**src/rtl/branch_predict_if.sv**
```systemverilog
// Fetch/EX-side signal bundle for the branch predictor: lookup request/response
// plus the training port driven from EX.
interface branch_predict_if #(
    parameter int DATA_WITDH = 32
);
    logic [DATA_WITDH-1:0] if_pc;
    logic                  pred_taken;
    logic [DATA_WITDH-1:0] pred_target;
    logic                  ex_upd_en;
    logic [DATA_WITDH-1:0] ex_upd_pc;
    logic                  ex_upd_taken;
    logic                  ex_upd_jalx;
    logic [DATA_WITDH-1:0] ex_upd_target;
    logic                  ex_upd_pred;
    logic                  bp_clear;

    modport master (
        output if_pc, ex_upd_en, ex_upd_pc, ex_upd_taken, ex_upd_jalx,
               ex_upd_target, ex_upd_pred, bp_clear,
        input  pred_taken, pred_target
    );

    modport slave (
        input  if_pc, ex_upd_en, ex_upd_pc, ex_upd_taken, ex_upd_jalx,
               ex_upd_target, ex_upd_pred, bp_clear,
        output pred_taken, pred_target
    );
endinterface

```
**src/rtl/branch_predict.sv**
```systemverilog
// Direct-mapped 2-bit-counter branch predictor with targets; combinational lookup,
// trained by EX. Define BRANCH_PREDICT_STATS_EN to add lookup/mispredict counters.
module branch_predict #(
    parameter int DATA_WITDH = 32,
    parameter int ENTRIES    = 16,
    parameter int IDX_W      = $clog2(ENTRIES)
) (
    input  logic                clk,
    input  logic                rst_n,
    branch_predict_if.slave     bp
`ifdef BRANCH_PREDICT_STATS_EN
    ,
    output logic [31:0]         lookup_cnt,
    output logic [31:0]         mispredict_cnt
`endif
);
    localparam int TAG_W = DATA_WITDH - IDX_W - 2;

    logic [ENTRIES-1:0]                 valid_q;
    logic [ENTRIES-1:0][TAG_W-1:0]      tag_q;
    logic [ENTRIES-1:0][DATA_WITDH-1:0] tgt_q;
    logic [ENTRIES-1:0][1:0]            ctr_q;

    // Lookup: pure read of registered state, no bypass from a same-cycle update.
    logic [IDX_W-1:0] l_idx;
    logic             l_hit;

    assign l_idx          = bp.if_pc[IDX_W+1:2];
    assign l_hit          = valid_q[l_idx] && (tag_q[l_idx] == bp.if_pc[DATA_WITDH-1:IDX_W+2]);
    assign bp.pred_taken  = l_hit && ctr_q[l_idx][1];
    assign bp.pred_target = bp.pred_taken ? tgt_q[l_idx] : bp.if_pc + DATA_WITDH'(4);

    logic [IDX_W-1:0]      u_idx;
    logic [TAG_W-1:0]      u_tag;
    logic                  u_hit;
    logic                  wr_en;
    logic                  alloc;
    logic [1:0]            ctr_d;
    logic [DATA_WITDH-1:0] tgt_d;

    assign u_idx = bp.ex_upd_pc[IDX_W+1:2];
    assign u_tag = bp.ex_upd_pc[DATA_WITDH-1:IDX_W+2];
    assign u_hit = valid_q[u_idx] && (tag_q[u_idx] == u_tag);

    always_comb begin
        wr_en = 1'b0;
        alloc = 1'b0;
        ctr_d = ctr_q[u_idx];
        tgt_d = tgt_q[u_idx];
        if (bp.ex_upd_en) begin
            if (u_hit) begin
                wr_en = 1'b1;
                if (bp.ex_upd_jalx) begin
                    ctr_d = 2'd3;
                    tgt_d = bp.ex_upd_target;
                end else if (bp.ex_upd_taken) begin
                    ctr_d = (ctr_q[u_idx] == 2'd3) ? 2'd3 : ctr_q[u_idx] + 2'd1;
                    tgt_d = bp.ex_upd_target;
                end else begin
                    ctr_d = (ctr_q[u_idx] == 2'd0) ? 2'd0 : ctr_q[u_idx] - 2'd1;
                end
            end else if (bp.ex_upd_taken || bp.ex_upd_jalx) begin
                // Not-taken misses never allocate, so cold branches stay out of the table.
                wr_en = 1'b1;
                alloc = 1'b1;
                ctr_d = bp.ex_upd_jalx ? 2'd3 : 2'd2;
                tgt_d = bp.ex_upd_target;
            end
        end
    end

    always_ff @(posedge clk or negedge rst_n) begin
        if (!rst_n) begin
            for (int i = 0; i < ENTRIES; i++) begin
                valid_q[i] <= 1'b0;
                tag_q[i]   <= '0;
                tgt_q[i]   <= '0;
                ctr_q[i]   <= 2'd1;
            end
        end else if (bp.bp_clear) begin
            for (int i = 0; i < ENTRIES; i++) begin
                valid_q[i] <= 1'b0;
                ctr_q[i]   <= 2'd1;
            end
        end else if (wr_en) begin
            ctr_q[u_idx] <= ctr_d;
            tgt_q[u_idx] <= tgt_d;
            if (alloc) begin
                valid_q[u_idx] <= 1'b1;
                tag_q[u_idx]   <= u_tag;
            end
        end
    end

`ifdef BRANCH_PREDICT_STATS_EN
    logic [31:0] lookup_cnt_q;
    logic [31:0] mispredict_cnt_q;

    always_ff @(posedge clk or negedge rst_n) begin
        if (!rst_n) begin
            lookup_cnt_q     <= '0;
            mispredict_cnt_q <= '0;
        end else begin
            lookup_cnt_q <= lookup_cnt_q + 32'd1;
            if (bp.ex_upd_en && (bp.ex_upd_pred != (bp.ex_upd_taken || bp.ex_upd_jalx)))
                mispredict_cnt_q <= mispredict_cnt_q + 32'd1;
        end
    end

    assign lookup_cnt     = lookup_cnt_q;
    assign mispredict_cnt = mispredict_cnt_q;
`endif
endmodule

```
**src/flat_wrapper.sv**
```systemverilog
// flat-port wrapper written by rule: the top's interface ports become plain ports
module branch_predict_flat 
#(
    parameter int DATA_WITDH = 32,
    parameter int ENTRIES    = 16,
    parameter int IDX_W      = $clog2(ENTRIES)
)
  (clk, rst_n, bp_if_pc, bp_ex_upd_en, bp_ex_upd_pc, bp_ex_upd_taken, bp_ex_upd_jalx, bp_ex_upd_target, bp_ex_upd_pred, bp_bp_clear, bp_pred_taken, bp_pred_target);
  branch_predict_if #(.DATA_WITDH(DATA_WITDH)) bp_i ();
  input  logic clk;
  input  logic rst_n;
  input wire logic [$bits(bp_i.if_pc)-1:0] bp_if_pc;
  input wire logic [$bits(bp_i.ex_upd_en)-1:0] bp_ex_upd_en;
  input wire logic [$bits(bp_i.ex_upd_pc)-1:0] bp_ex_upd_pc;
  input wire logic [$bits(bp_i.ex_upd_taken)-1:0] bp_ex_upd_taken;
  input wire logic [$bits(bp_i.ex_upd_jalx)-1:0] bp_ex_upd_jalx;
  input wire logic [$bits(bp_i.ex_upd_target)-1:0] bp_ex_upd_target;
  input wire logic [$bits(bp_i.ex_upd_pred)-1:0] bp_ex_upd_pred;
  input wire logic [$bits(bp_i.bp_clear)-1:0] bp_bp_clear;
  output wire logic [$bits(bp_i.pred_taken)-1:0] bp_pred_taken;
  output wire logic [$bits(bp_i.pred_target)-1:0] bp_pred_target;
  assign bp_i.if_pc = bp_if_pc;
  assign bp_i.ex_upd_en = bp_ex_upd_en;
  assign bp_i.ex_upd_pc = bp_ex_upd_pc;
  assign bp_i.ex_upd_taken = bp_ex_upd_taken;
  assign bp_i.ex_upd_jalx = bp_ex_upd_jalx;
  assign bp_i.ex_upd_target = bp_ex_upd_target;
  assign bp_i.ex_upd_pred = bp_ex_upd_pred;
  assign bp_i.bp_clear = bp_bp_clear;
  assign bp_pred_taken = bp_i.pred_taken;
  assign bp_pred_target = bp_i.pred_target;
  branch_predict #(.DATA_WITDH(DATA_WITDH), .ENTRIES(ENTRIES), .IDX_W(IDX_W)) u_core (.clk(clk), .rst_n(rst_n), .bp(bp_i));
endmodule
```
**config.mk**
```make
export PLATFORM = sky130hd
export DESIGN_NAME = branch_predict_flat
export DESIGN_NICKNAME = d
export VERILOG_FILES = /design/src/rtl/branch_predict_if.sv /design/src/rtl/branch_predict.sv /design/src/flat_wrapper.sv
export SDC_FILE = /design/constraint.sdc
export NUM_CORES = 2
export LEC_CHECK = 0
export CORE_ASPECT_RATIO = 0.9
export CORE_MARGIN = 1.5
export CORE_UTILIZATION = 40
export DETAILED_ROUTE_END_ITERATION = 8
export SYNTH_ARGS = -nofsm -noshare
export SYNTH_HDL_FRONTEND = slang
export SYNTH_SLANG_ARGS = --single-unit
```
**constraint.sdc**
```tcl
create_clock -name clk -period 5 [get_ports clk]
set_input_delay 0.75 -clock clk [delete_from_list [all_inputs] [get_ports clk]]
set_output_delay 0.75 -clock clk [all_outputs]
set_load 0.005 [all_outputs]
```
# == Yosys cells after proc, flatten, opt, wreduce, memory -nomap -nowiden ==
# Index checks and enable logic that the tools add are counted.
# word_totals
out_inout_bits,33
elab_cells,122
input_bits,103
register_bits,976
# classes
n_eq_ne,3
n_addsub,3
bitwise_logic,2
order_cmp,3
muxes,51
n_reduce_logical,11
# ops
cell,count
$bwmux W512,1
$bwmux W416,1
$mux W32,11
$bmux W32 S4,2
$bmux W26 S4,2
$demux W32 S4,1
$demux W26 S4,1
$mux W26,3
$eq A26 B26 Y1,2
$mux W16,3
$add A32 B3 Y32 const B,1
$bwmux W32,1
$mux W2,10
$bmux W2 S4,2
$or A16 B16 Y16,1
$lt A4 B5 Y1 const B,2
$mux W1,9
$bmux W1 S4,2
$demux W2 S4,1
$demux W1 S4,1
$ge A4 B1 Y1 const B,1
$logic_and A1 B1 Y1,4
$reduce_and A2 Y1,2
$reduce_bool A2 Y1,2
7 further kinds,7

# == Longest topological paths before layout ==
# logic_depth
word_depth,11
ltp_mapped,16

# == Least setup slack after synthesis ==
# Ideal clock, no wire load.
# synth_timing
path_kind,input to output
startpoint,in bp_if_pc[2]
endpoint,out bp_pred_target[3]
cell_stages,11
arrival_ns,3.938
path_slack_ns,0.312
cell_sequence,clkbuf_1 buf_1 mux4_2 mux4_2 xnor2_1 nand4_1 nor4_1 and3_1 clkbuf_1 buf_2 mux2_2
# synth_via
elab_chain_len,6
# synth_rtl
item,line_no,source
start: declaration,flat_wrapper.sv:12,input wire logic [$bits(bp_i.if_pc)-1:0] bp_if_pc;
$bmux W26 S4,branch_predict.sv:29,assign l_hit = valid_q[l_idx] && (tag_q[l_idx] == bp.if_pc[DATA_WITDH-1:IDX_W+2]);
$mux W26 (implied by the code),branch_predict.sv:29,
$eq A26 B26 Y1,branch_predict.sv:29,
$logic_and A1 B1 Y1,branch_predict.sv:29,
$logic_and A1 B1 Y1,branch_predict.sv:30,assign bp.pred_taken = l_hit && ctr_q[l_idx][1];
$mux W32 (*),branch_predict.sv:31,assign bp.pred_target = bp.pred_taken ? tgt_q[l_idx] : bp.if_pc + DATA_WITDH'(4);
end: declaration,flat_wrapper.sv:21,output wire logic [$bits(bp_i.pred_target)-1:0] bp_pred_target;
# Mark *: on every way between the ends. The rest lies on a longest branch, timed or not. The select of a mux whose other input is x is not followed.

# == Final worst setup path ==
# layout_timing
startpoint,in bp_if_pc[2]
endpoint,out bp_pred_target[0]
# Same word-level chain as after synthesis.

==> impl_metrics.tcl <==
set metrics [dict create \
    io-pin-count 136 \
    avgSynthCellArea_um2 15.0 \
    setup_viol 1 \
    final_cell_mix "dfrtp_1, mux2_2, mux4_2" \
    p_sw_share_pct 27.3 \
    switchingPower_uw 6230 \
    critPathLaunchType "primary input" \
    setup_ws_ps -13.7 \
    drive_gt1_share_pct 50.1 \
    core_area_mm2 0.134 \
    dp_hpwl_um 106000 \
    status "finished, violations left" \
    cp_data_required_time_ps 4250 \
    dp_cells 5425 \
    grt_max_degree 133 \
    drt-total-wl_um 170000 \
    hold_path.class "primary input to async pin" \
    worstSetupPathType "primary input to output pin" \
    max_freq_ghz 0.199 \
    dpl_worst_slack_ps -525 \
    root_buffer "clkbuf_16" \
    cts_buffer_depth 3 \
    grt_usage_pct 24.9 \
    synthToLayoutAreaGrowth_pct 17.1 \
    worst_pin_slew_ps 982 \
    nNetsFinal 3868 \
    cts_hold_buf 0 \
    critPathMaxFanout 7 \
    htreeDepth 3 \
    gp_congestion 0.851 \
    intPower_uw 16600 \
    ir_worst_vdd_mv 0.299 \
    synth_edf_count 0 \
    fin_tns_setup_ps -13.7 \
    power.share.sequential_pct 43.2 \
    die_w_um 390 \
    initial_utilization_pct 40.4 \
    syn-num-nets 3705 \
    comb_power_share_pct 19.0 \
    synthArstFlopShare_pct 100 \
    p_leak_uw 0.0279 \
    final_cells 5666 \
    overflow 0 \
    finClkSkew_ps 66.1 \
    portBuffers 132 \
    slew-limit-headroom_pct 34.5 \
    routedWlPerCell_um 30.0 \
    endpoint_kind "output pin" \
    insertion_delay_ps 760 \
    synth.distinct_cells 66 \
    drt-initial-drc-count 3350 \
    grt_pass1_wl_um 251000 \
    final-hold-violation-count 0 \
    final_common_cell "dfrtp_1" \
    first_global_vias 35820 \
    rows 127 \
    drv_cap 0 \
    netlist_instances 3601 \
    dieHeight_um 352 \
    firstDrtPassIters 6 \
    slew_violations 0 \
    ys.flop_type "dfrtp_1" \
    powerDensity_mw_per_mm2 360 \
    stdcell_area_mm2 0.0633 \
    remaining_drc_errors 0 \
    cts_tree "built" \
    clock_power_share_pct 37.8 \
    die_area_mm2 0.137 \
    antenna_found_initial 7 \
    path_clk_slew_ps 60 \
    fin_hold_ws_ps 55.1 \
    vias_per_cell 6.17 \
    numCtsBuffers 109 \
    cts_num_sinks 976 \
    yosysWarnings 0 \
    period_minus_slack_ps 5010 \
    arrival_ps 4260 \
    antenna_left 0 \
    synth_area_mm2 0.0540 \
    violations "negative setup slack" \
    fin_crit_sh_pct 100 \
    placed_area_mm2 0.0587 \
    rsz0062_at_grt "yes" \
    synth_seq_cells 976 \
    ys_seq_area_share_pct 45.2 \
    vias 34968 \
]
[Yosys cell counts, types with 11 or more instances]
master	number	share of area (%)
nand4_1	14	0.16
nand3_1	44	0.41
nand2_1	92	0.64
mux4_2	506	21
a31oi_1	15	0.17
and3_1	22	0.25
mux2i_1	134	2.5
mux2_1	119	2.5
xnor2_1	44	0.71
or4_1	15	0.21
nor2_1	27	0.19
o21a_1	12	0.17
o22ai_1	12	0.14
buf_4	41	0.57
buf_6	23	0.48
a311oi_1	15	0.24
dfstp_2	16	0.78
buf_2	72	0.67
buf_1	50	0.35
clkbuf_1	188	1.3
xor2_1	26	0.42
inv_1	28	0.19
dfrtp_1	960	44
a311o_1	12	0.22
o21ai_0	62	0.57
a22oi_1	43	0.60
mux2_2	867	18
nor3_1	11	0.10
a21oi_1	23	0.21
[worst max-delay path, stage by stage]
cell and delay [ps]:
buf_16 130, buf_12 150, buf_8 130, buf_12 130, buf_12 100, mux4_2 480, mux4_2 500, xor2_2 200
nor4_4 310, and3_4 390, buf_6 140, buf_8 110, buf_4 120, mux2_2 310, dlygate4sd2_1 260
[cells by family (layout without fill, tap and decap cells)]
logic type,Yosys count,in the layout,synth area share [%]
AOI/OAI and AO/OA,254,254,3.27
and+or+nand+nor,268,268,2.63
other,0,1,0
adders and majority gates,3,3,0.0602
xor gates and xnor gates,70,70,1.13
DFF,976,976,45.2
buffers and inverters,404,662,3.58
muxes,1626,1626,44.1
[power by group through the flow]
stage / registers, uW / logic (uW) / clock network (uW)
final: 9850 / 4340 / 8630
after detailed placement: 9940 / 4250 / 0
after global routing: 9980 / 4640 / 9110
after CTS: 9810 / 4330 / 8780
after global placement: 9900 / 4180 / 0
after floorplan: 9640 / 3030 / 0
[layout make-up]
class / instances / area, um^2
fill: 11602 / 70300
sequential: 976 / 24400
clock buffer: 170 / 3310
antenna: 1 / 2.50
timing repair buffer: 426 / 4630
inverter: 30 / 115
clock inverter: 36 / 574
multi-input combinational: 2221 / 28000
tap: 1806 / 2260
[layer usage]
metal  global-route usage (%)  share of wire, %  up-vias
met3                     4.70               6.8      240
met5                        0             0.016        -
met1                     36.8                46    19176
met4                     5.53               2.1        4
li1                         -                 -    14337
met2                     38.1                45     1211
[registers in the layout, indices dropped and copies added (netlist names)]
signal and flops:
u_core.ctr_q 32, u_core.tag_q 416, u_core.tgt_q 512, u_core.valid_q 16
[final timing paths]
| kind | from | to | slack [ps] | depth (start not counted) |
|---|---|---|---|---|
| max in group asynchronous | rst_n | u_core.tgt_q[91] | 3540 | 2 |
| worst max-delay path | bp_if_pc[2] | bp_pred_target[0] | -10 | 15 |
| worst min-delay path | rst_n | u_core.tag_q[184] | 60 | 1 |
| min in group clk | u_core.tgt_q[457] | u_core.tgt_q[457] | 510 | 1 |
| worst max register to register | u_core.tag_q[372] | u_core.tgt_q[411] | 890 | 11 |
| worst min register to register | u_core.tgt_q[457] | u_core.tgt_q[457] | 510 | 1 |
[what timing repair did]
item / in CTS / in global routing
hold endpoints to repair: 0 / 0
cloned: 5 / 2
setup endpoints to repair: 33 / 13
buffers inserted: 23 / 8
pin swaps: 10 / 5
resized for setup: 70 / 19
[per-stage QoR]
step | util (%) | power (uW)
after floorplan | - | 12700
after global placement | 44.0 | 14100
after detailed placement | 44.0 | 14200
after CTS | 47.3 | 22900
after global routing | 47.4 | 23700
final | 47.4 | 22800
Note: power is estimated with default switching activity, not from simulation.
